==> config.mk <==
export PLATFORM = sky130hd
export DESIGN_NAME = multicycle_controller_flat
export DESIGN_NICKNAME = d
export VERILOG_FILES = /design/src/rtl/riscv_ctrl_pkg.sv /design/src/rtl/multicycle_controller_if.sv /design/src/rtl/alu_op_decoder.sv /design/src/rtl/multicycle_controller.sv /design/src/flat_wrapper.sv
export SDC_FILE = /design/constraint.sdc
export NUM_CORES = 1
export LEC_CHECK = 0
export CAP_MARGIN = 0
export CORE_MARGIN = 10
export CORE_UTILIZATION = 35
export DETAILED_ROUTE_END_ITERATION = 12
export PLACE_DENSITY = 0.86
export SLEW_MARGIN = 20
export SYNTH_ARGS = -nofsm -noshare
export SYNTH_HDL_FRONTEND = slang
export SYNTH_SLANG_ARGS = --single-unit
==> constraint.sdc <==
create_clock -name clk -period 3.9 [get_ports clk]
set_input_delay 0.39 -clock clk [delete_from_list [all_inputs] [get_ports clk]]
set_output_delay 0.39 -clock clk [all_outputs]
set_load 0.02 [all_outputs]
==> src/rtl/riscv_ctrl_pkg.sv <==
// ============================================================================
// Module : riscv_ctrl_pkg
// Brief  : Shared encodings for the multicycle RV32I controller.
// Rev    : 1.0
// ============================================================================
`default_nettype none

package riscv_ctrl_pkg;

  typedef enum logic [3:0] {
    S_FETCH    = 4'd0,
    S_DECODE   = 4'd1,
    S_MEMADR   = 4'd2,
    S_MEMREAD  = 4'd3,
    S_MEMWB    = 4'd4,
    S_MEMWRITE = 4'd5,
    S_EXECUTER = 4'd6,
    S_EXECUTEI = 4'd7,
    S_ALUWB    = 4'd8,
    S_BEQ      = 4'd9,
    S_JAL      = 4'd10,
    S_TRAP     = 4'd11
  } state_t;

  typedef enum logic [1:0] {
    ALUOP_ADD   = 2'b00,
    ALUOP_SUB   = 2'b01,
    ALUOP_FUNCT = 2'b10
  } alu_op_t;

  localparam logic [6:0] C_OP_LOAD   = 7'b0000011;
  localparam logic [6:0] C_OP_STORE  = 7'b0100011;
  localparam logic [6:0] C_OP_RTYPE  = 7'b0110011;
  localparam logic [6:0] C_OP_ITYPE  = 7'b0010011;
  localparam logic [6:0] C_OP_BRANCH = 7'b1100011;
  localparam logic [6:0] C_OP_JAL    = 7'b1101111;

  localparam logic [3:0] C_ALU_ADD = 4'b0000;
  localparam logic [3:0] C_ALU_SUB = 4'b0001;
  localparam logic [3:0] C_ALU_AND = 4'b0010;
  localparam logic [3:0] C_ALU_OR  = 4'b0011;
  localparam logic [3:0] C_ALU_XOR = 4'b0100;
  localparam logic [3:0] C_ALU_SLT = 4'b0101;
  localparam logic [3:0] C_ALU_SLL = 4'b0110;
  localparam logic [3:0] C_ALU_SRL = 4'b0111;
  localparam logic [3:0] C_ALU_SRA = 4'b1000;

  localparam logic [1:0] C_RES_ALUOUT    = 2'b00;
  localparam logic [1:0] C_RES_DATA      = 2'b01;
  localparam logic [1:0] C_RES_ALURESULT = 2'b10;

  localparam logic [1:0] C_SRCA_PC    = 2'b00;
  localparam logic [1:0] C_SRCA_OLDPC = 2'b01;
  localparam logic [1:0] C_SRCA_RS1   = 2'b10;

  localparam logic [1:0] C_SRCB_RS2  = 2'b00;
  localparam logic [1:0] C_SRCB_IMM  = 2'b01;
  localparam logic [1:0] C_SRCB_FOUR = 2'b10;

  localparam logic [1:0] C_IMM_I = 2'b00;
  localparam logic [1:0] C_IMM_S = 2'b01;
  localparam logic [1:0] C_IMM_B = 2'b10;
  localparam logic [1:0] C_IMM_J = 2'b11;

  function automatic logic [1:0] imm_src_of(input logic [6:0] op);
    case (op)
      C_OP_STORE:  return C_IMM_S;
      C_OP_BRANCH: return C_IMM_B;
      C_OP_JAL:    return C_IMM_J;
      default:     return C_IMM_I;
    endcase
  endfunction

endpackage

`default_nettype wire

==> src/rtl/multicycle_controller_if.sv <==
// ============================================================================
// Module : multicycle_controller_if
// Brief  : Controller <-> datapath bundle; master is the controller side.
// Rev    : 1.0
// ============================================================================
`default_nettype none

interface multicycle_controller_if;
  logic [6:0]  opcode;
  logic [2:0]  func3;
  logic        func7_5;
  logic        Zero;
  logic        mem_ready;
  logic        PCWrite;
  logic        AdrSrc;
  logic        MemWrite;
  logic        IRWrite;
  logic [1:0]  ResultSrc;
  logic [1:0]  ALUSrcA;
  logic [1:0]  ALUSrcB;
  logic [1:0]  ImmSrc;
  logic        RegWrite;
  logic [3:0]  ALUCtl;
  logic        illegal;
  logic [3:0]  state;
  logic [31:0] cycle_count;
  logic [31:0] fetch_count;

  modport master (
    input  opcode, func3, func7_5, Zero, mem_ready,
    output PCWrite, AdrSrc, MemWrite, IRWrite, ResultSrc, ALUSrcA, ALUSrcB,
           ImmSrc, RegWrite, ALUCtl, illegal, state, cycle_count, fetch_count
  );

  modport slave (
    output opcode, func3, func7_5, Zero, mem_ready,
    input  PCWrite, AdrSrc, MemWrite, IRWrite, ResultSrc, ALUSrcA, ALUSrcB,
           ImmSrc, RegWrite, ALUCtl, illegal, state, cycle_count, fetch_count
  );
endinterface

`default_nettype wire

==> src/rtl/alu_op_decoder.sv <==
// ============================================================================
// Module : alu_op_decoder
// Brief  : Maps ALUOp/func3/func7_5/opcode[5] to the 4-bit ALU control code.
// Rev    : 1.0
// ============================================================================
`default_nettype none

module alu_op_decoder
  import riscv_ctrl_pkg::*;
(
  input  alu_op_t    i_alu_op,
  input  logic [2:0] i_func3,
  input  logic       i_func7_5,
  input  logic       i_op5,
  output logic [3:0] o_alu_ctl
);

  always_comb begin
    o_alu_ctl = C_ALU_ADD;
    case (i_alu_op)
      ALUOP_ADD: o_alu_ctl = C_ALU_ADD;
      ALUOP_SUB: o_alu_ctl = C_ALU_SUB;
      ALUOP_FUNCT: begin
        case (i_func3)
          // addi has no SUB form; only R-type (opcode[5]=1) honours func7_5
          3'b000:  o_alu_ctl = (i_op5 && i_func7_5) ? C_ALU_SUB : C_ALU_ADD;
          3'b001:  o_alu_ctl = C_ALU_SLL;
          3'b010:  o_alu_ctl = C_ALU_SLT;
          3'b100:  o_alu_ctl = C_ALU_XOR;
          3'b101:  o_alu_ctl = i_func7_5 ? C_ALU_SRA : C_ALU_SRL;
          3'b110:  o_alu_ctl = C_ALU_OR;
          3'b111:  o_alu_ctl = C_ALU_AND;
          default: o_alu_ctl = C_ALU_ADD;
        endcase
      end
      default: o_alu_ctl = C_ALU_ADD;
    endcase
  end

endmodule

`default_nettype wire

==> src/rtl/multicycle_controller.sv <==
// ============================================================================
// Module : multicycle_controller
// Brief  : FSM sequencing a shared-ALU, shared-memory multicycle RV32I core.
//          Optional perf counters enabled by defining MC_CTRL_PERF_EN.
// Rev    : 1.0
// ============================================================================
`default_nettype none

module multicycle_controller
  import riscv_ctrl_pkg::*;
(
  input  logic                     clk,
  input  logic                     rst,
  multicycle_controller_if.master  bus
);

  state_t     r_state;
  state_t     w_cur;
  state_t     w_next;
  alu_op_t    w_alu_op;
  logic [3:0] w_alu_ctl;
  logic       w_pc_write;
  logic       w_adr_src;
  logic       w_mem_write;
  logic       w_ir_write;
  logic       w_reg_write;
  logic [1:0] w_result_src;
  logic [1:0] w_alu_src_a;
  logic [1:0] w_alu_src_b;

  // Reset overrides the registered state so outputs show FETCH immediately
  assign w_cur = rst ? S_FETCH : r_state;

  always_comb begin
    w_next = r_state;
    case (r_state)
      S_FETCH:    w_next = bus.mem_ready ? S_DECODE : S_FETCH;
      S_DECODE: begin
        case (bus.opcode)
          C_OP_LOAD, C_OP_STORE: w_next = S_MEMADR;
          C_OP_RTYPE:            w_next = S_EXECUTER;
          C_OP_ITYPE:            w_next = S_EXECUTEI;
          C_OP_BRANCH:           w_next = S_BEQ;
          C_OP_JAL:              w_next = S_JAL;
          default:               w_next = S_TRAP;
        endcase
      end
      S_MEMADR:   w_next = (bus.opcode == C_OP_STORE) ? S_MEMWRITE : S_MEMREAD;
      S_MEMREAD:  w_next = bus.mem_ready ? S_MEMWB : S_MEMREAD;
      S_MEMWRITE: w_next = bus.mem_ready ? S_FETCH : S_MEMWRITE;
      S_MEMWB,
      S_ALUWB,
      S_BEQ:      w_next = S_FETCH;
      S_EXECUTER,
      S_EXECUTEI,
      S_JAL:      w_next = S_ALUWB;
      S_TRAP:     w_next = S_TRAP;
      default:    w_next = S_FETCH;
    endcase
  end

  always_ff @(posedge clk) begin
    if (rst) begin
      r_state <= S_FETCH;
    end else begin
      r_state <= w_next;
    end
  end

  always_comb begin
    w_pc_write   = 1'b0;
    w_adr_src    = 1'b0;
    w_mem_write  = 1'b0;
    w_ir_write   = 1'b0;
    w_reg_write  = 1'b0;
    w_result_src = C_RES_ALUOUT;
    w_alu_src_a  = C_SRCA_PC;
    w_alu_src_b  = C_SRCB_RS2;
    w_alu_op     = ALUOP_ADD;
    case (w_cur)
      S_FETCH: begin
        w_alu_src_b  = C_SRCB_FOUR;
        w_result_src = C_RES_ALURESULT;
        w_ir_write   = bus.mem_ready;
        w_pc_write   = bus.mem_ready;
      end
      // Branch target PC+imm lands in ALUOut ahead of BEQ
      S_DECODE: begin
        w_alu_src_a = C_SRCA_OLDPC;
        w_alu_src_b = C_SRCB_IMM;
      end
      S_MEMADR: begin
        w_alu_src_a = C_SRCA_RS1;
        w_alu_src_b = C_SRCB_IMM;
      end
      S_MEMREAD:  w_adr_src = 1'b1;
      S_MEMWRITE: begin
        w_adr_src   = 1'b1;
        w_mem_write = 1'b1;
      end
      S_MEMWB: begin
        w_result_src = C_RES_DATA;
        w_reg_write  = 1'b1;
      end
      S_EXECUTER: begin
        w_alu_src_a = C_SRCA_RS1;
        w_alu_op    = ALUOP_FUNCT;
      end
      S_EXECUTEI: begin
        w_alu_src_a = C_SRCA_RS1;
        w_alu_src_b = C_SRCB_IMM;
        w_alu_op    = ALUOP_FUNCT;
      end
      S_ALUWB: w_reg_write = 1'b1;
      S_BEQ: begin
        w_alu_src_a = C_SRCA_RS1;
        w_alu_op    = ALUOP_SUB;
        w_pc_write  = bus.Zero;
      end
      S_JAL: begin
        w_alu_src_a = C_SRCA_OLDPC;
        w_alu_src_b = C_SRCB_FOUR;
        w_pc_write  = 1'b1;
      end
      default: ;
    endcase
  end

  alu_op_decoder u_alu_op_decoder (
    .i_alu_op  (w_alu_op),
    .i_func3   (bus.func3),
    .i_func7_5 (bus.func7_5),
    .i_op5     (bus.opcode[5]),
    .o_alu_ctl (w_alu_ctl)
  );

  assign bus.PCWrite   = w_pc_write & ~rst;
  assign bus.IRWrite   = w_ir_write & ~rst;
  assign bus.MemWrite  = w_mem_write & ~rst;
  assign bus.RegWrite  = w_reg_write & ~rst;
  assign bus.AdrSrc    = w_adr_src;
  assign bus.ResultSrc = w_result_src;
  assign bus.ALUSrcA   = w_alu_src_a;
  assign bus.ALUSrcB   = w_alu_src_b;
  assign bus.ImmSrc    = imm_src_of(bus.opcode);
  assign bus.ALUCtl    = w_alu_ctl;
  assign bus.illegal   = (w_cur == S_TRAP);
  assign bus.state     = w_cur;

`ifdef MC_CTRL_PERF_EN
  logic [31:0] r_cycle_count;
  logic [31:0] r_fetch_count;

  always_ff @(posedge clk) begin
    if (rst) begin
      r_cycle_count <= '0;
      r_fetch_count <= '0;
    end else begin
      r_cycle_count <= r_cycle_count + 32'd1;
      if (bus.IRWrite) begin
        r_fetch_count <= r_fetch_count + 32'd1;
      end
    end
  end

  assign bus.cycle_count = rst ? 32'd0 : r_cycle_count;
  assign bus.fetch_count = rst ? 32'd0 : r_fetch_count;
`else
  assign bus.cycle_count = 32'd0;
  assign bus.fetch_count = 32'd0;
`endif

endmodule

`default_nettype wire
==> src/flat_wrapper.sv <==
// flat-port wrapper written by rule: the top's interface ports become plain ports
module multicycle_controller_flat import riscv_ctrl_pkg::*;
  (clk, rst, bus_opcode, bus_func3, bus_func7_5, bus_Zero, bus_mem_ready, bus_PCWrite, bus_AdrSrc, bus_MemWrite, bus_IRWrite, bus_ResultSrc, bus_ALUSrcA, bus_ALUSrcB, bus_ImmSrc, bus_RegWrite, bus_ALUCtl, bus_illegal, bus_state, bus_cycle_count, bus_fetch_count);
  multicycle_controller_if bus_i ();
  input  logic clk;
  input  logic rst;
  input wire logic [$bits(bus_i.opcode)-1:0] bus_opcode;
  input wire logic [$bits(bus_i.func3)-1:0] bus_func3;
  input wire logic [$bits(bus_i.func7_5)-1:0] bus_func7_5;
  input wire logic [$bits(bus_i.Zero)-1:0] bus_Zero;
  input wire logic [$bits(bus_i.mem_ready)-1:0] bus_mem_ready;
  output wire logic [$bits(bus_i.PCWrite)-1:0] bus_PCWrite;
  output wire logic [$bits(bus_i.AdrSrc)-1:0] bus_AdrSrc;
  output wire logic [$bits(bus_i.MemWrite)-1:0] bus_MemWrite;
  output wire logic [$bits(bus_i.IRWrite)-1:0] bus_IRWrite;
  output wire logic [$bits(bus_i.ResultSrc)-1:0] bus_ResultSrc;
  output wire logic [$bits(bus_i.ALUSrcA)-1:0] bus_ALUSrcA;
  output wire logic [$bits(bus_i.ALUSrcB)-1:0] bus_ALUSrcB;
  output wire logic [$bits(bus_i.ImmSrc)-1:0] bus_ImmSrc;
  output wire logic [$bits(bus_i.RegWrite)-1:0] bus_RegWrite;
  output wire logic [$bits(bus_i.ALUCtl)-1:0] bus_ALUCtl;
  output wire logic [$bits(bus_i.illegal)-1:0] bus_illegal;
  output wire logic [$bits(bus_i.state)-1:0] bus_state;
  output wire logic [$bits(bus_i.cycle_count)-1:0] bus_cycle_count;
  output wire logic [$bits(bus_i.fetch_count)-1:0] bus_fetch_count;
  assign bus_i.opcode = bus_opcode;
  assign bus_i.func3 = bus_func3;
  assign bus_i.func7_5 = bus_func7_5;
  assign bus_i.Zero = bus_Zero;
  assign bus_i.mem_ready = bus_mem_ready;
  assign bus_PCWrite = bus_i.PCWrite;
  assign bus_AdrSrc = bus_i.AdrSrc;
  assign bus_MemWrite = bus_i.MemWrite;
  assign bus_IRWrite = bus_i.IRWrite;
  assign bus_ResultSrc = bus_i.ResultSrc;
  assign bus_ALUSrcA = bus_i.ALUSrcA;
  assign bus_ALUSrcB = bus_i.ALUSrcB;
  assign bus_ImmSrc = bus_i.ImmSrc;
  assign bus_RegWrite = bus_i.RegWrite;
  assign bus_ALUCtl = bus_i.ALUCtl;
  assign bus_illegal = bus_i.illegal;
  assign bus_state = bus_i.state;
  assign bus_cycle_count = bus_i.cycle_count;
  assign bus_fetch_count = bus_i.fetch_count;
  multicycle_controller u_core (.clk(clk), .rst(rst), .bus(bus_i));
endmodule
==> flow_summary.yaml <==
clock_tree:
  clk_pin_slew_ps: 40
  hold_buffers: 0
  cts.path.max_buffers: 2
  cts_sinks: 4
  cts-root-buf: "clkbuf_4"
  cts.htree.levels: 1
  post_cts_buffers: 0
  clock_latency_ps: 230
  cts_tree: "yes"
  cts_resized: 0
  numCtsBuffers: 3
global_route:
  grt_max_degree: 18
  antenna_found_initial: 0
  grt_pass1_wl_um: 4620
  first_global_vias: 1038
  grtUsageTotal: 0.0868
  overflow: 0
detailed_routing:
  wirelength_um: 3210
  final_antenna_net_count: 0
  drt_iter0_drc: 62
  drc: 0
  drt-wirelength-per-cell_um: 12.6
  wl_met3_um: 297
  wl_met2_um: 1650
  top_layer_used: "met3"
  met1_length_um: 1270
  vias_per_cell: 4.17
  first_pass_iters: 4
  vias: 1060
floorplan:
  fp.coreArea_um2: 3390
  die_x_um: 79.5
  die-area_um2: 6310
  row_count: 21
  fp.dieH_um: 79.5
  initial_utilization: 0.365
  io_pins: 101
finish:
  largest_reg_flops: 4
  synthToLayoutAreaGrowth_pct: 12.4
  stdcell_count: 254
  fin_area_um2: 1390
  final_util: 0.410
  drive_gt1_frac: 0.0529
  regMostFlops: "u_core.r_state"
  antenna_cells: 0
  reg_top3: "u_core.r_state: 4 flops"
  fin_nets: 227
logic_synthesis:
  yosys.area.top_type: "buf_4"
  yosys_register_bits: 4
  ys_types: 47
  synthCells: 175
  yosysSeqAreaShare: 0.0647
  synth_compound_area_frac: 0.147
  synth-main-ff-cell: "dfxtp_1"
  synthesis.area_um2: 1240
  synthAdderAreaFrac: 0.0202
  yosys-mux-area-fraction: 0.0172
  synth_top_family_by_area: "buffers and inverters"
  ys_top_cells_by_count: "64 x buf_4, 14 x nor2_1, 13 x a21oi_1"
  yosysWarnings: 0
  synthSimpleGateAreaFrac: 0.277
  synth_xor_area_frac: 0.0212
  yosys-top-cells-area: "buf_4 39%, dfxtp_1 6.5%, a21oi_1 5.3%"
  synth_edf_count: 0
  netlist.area_leader.share: 0.388
  yosysMostFrequentCell: "buf_4"
  async_flop_share: 0
  avgSynthCellArea_um2: 7.07
sta:
  maxSlewViolCount: 0
  fin_crit_ps: 3260
  rsz0062_at_grt: "false"
  holdWs_ps: 706
  tns_ps: 0
  tightestPinTransition_ps: 537
  fin_skew_ps: 0.611
  setup_ws_ps: 639
  hold_viol: 0
  setup_viol: 0
  max_freq_mhz: 307
  relSlewSlack: 0.642
  post-route-period-util: 0.836
critical_path:
  crit_type: "flip-flop to output pin"
  start_kind: "flip-flop"
  crit_arrival_ps: 2870
  worst_setup_path_end_kind: "output pin"
  worst-endpoint-required_ps: 3510
  worstPathCellList: "nand2b_1 -> or3_1 -> ha_1 -> nand2b_1 -> a221oi_1 -> clkdlybuf4s50_1"
  crit_slowest_cell: "clkdlybuf4s50_1"
  critPathTopFamily: "simple AND/OR/NAND/NOR gates"
  worst_path_most_repeated_cell: "nand2b_1"
  cp.buffers_inverters: 1
  critPathMaxStageDelay_ps: 660
  path_max_fanout: 15
pwr:
  netSwitchingFraction: 0.538
  p_int_mw: 0.271
  finalPower_mw: 0.587
  p_sw_mw: 0.316
  combPwrFrac: 0.729
  ir_drop_mv: 0.141
  p_leak_nw: 0.599
  p_clk_frac: 0.086
  seqPwrFrac: 0.186
  powerDensity_nw_per_um2: 422
place:
  place.gp.congestion: 0.799
  dp.cells: 251
  pre_cts_slack_ps: 667
  place_area_um2: 1370
  portBuffers: 36
  hpwlAfterDp_um: 2730
min_path:
  hold_path.class: "flip-flop to flip-flop"
job:
  maxCapViolations: 0
outcome:
  status: "finished clean"
## cell usage in the layout, fill, tap and decap left out, types with 2 or more instances in the layout
cell type,Yosys,final
a21o_1,2,2
a21oi_1,13,13
a221oi_1,2,2
a31oi_1,2,2
and2b_2,2,2
clkbuf_4,0,3
clkdlybuf4s50_1,0,36
conb_1,1,64
dfxtp_1,4,4
ha_1,2,2
inv_1,6,6
nand2_1,4,4
nand2b_1,6,6
nand3_1,3,3
nand3b_1,2,2
nand4b_1,2,2
nor2_1,14,14
nor2b_1,3,3
nor3_1,5,5
nor4_1,2,2
o21ai_0,3,3
or3_1,3,3
or3b_1,2,2
xnor2_1,2,2
## final timing paths
| check | start | end | slack, ps | depth (start not counted) |
|---|---|---|---|---|
| worst max-delay path | u_core.r_state[3]$_SDFF_PP0_ | bus_ALUCtl[2] | 640 | 6 |
| worst min-delay path | u_core.r_state[1]$_SDFF_PP0_ | u_core.r_state[3]$_SDFF_PP0_ | 710 | 2 |
| worst max register to register | u_core.r_state[0]$_SDFF_PP0_ | u_core.r_state[1]$_SDFF_PP0_ | 2400 | 3 |
| worst min register to register | u_core.r_state[1]$_SDFF_PP0_ | u_core.r_state[3]$_SDFF_PP0_ | 710 | 2 |
## final cells by class
| cell class | count | area, um2 |
|---|---|---|
| Sequential cell | 4 | 80.1 |
| Fill cell | 370 | 2000 |
| Clock buffer | 3 | 22.5 |
| Inverter | 7 | 26.3 |
| Tap cell | 46 | 57.6 |
| Timing Repair Buffer | 37 | 368 |
| Multi-Input combinational cell | 157 | 837 |
## routing by layer
metal / vias to the layer above / global-route usage
met4: 0 / 0.0215
li1: 534 / -
met1: 476 / 0.0920
met3: 0 / 0.0327
met5: - / 0
met2: 50 / 0.157
## power groups by stage
stage	sequential (mW)	clock, mW	combinational [mW]
global placement	0.107	0	0.416
finish	0.109	0.0503	0.428
global route	0.113	0.0567	0.462
CTS	0.107	0.0539	0.427
detailed placement	0.108	0	0.424
floorplan	0.0697	0	0.394
## cells by family after synthesis
family / count (synthesis)
mux: 2
compound gates: 29
fa+ha+maj: 2
buf+inv: 77
simple gates: 57
flops: 4
xor+xnor: 3
other cells: 1
## worst reg2reg max path: stages (launching register included)
cell	delay (ps)
dfxtp_1	560
or2b_1	310
or3b_1	390
a31oi_1	170
Power figures use the tool's default switching activity.
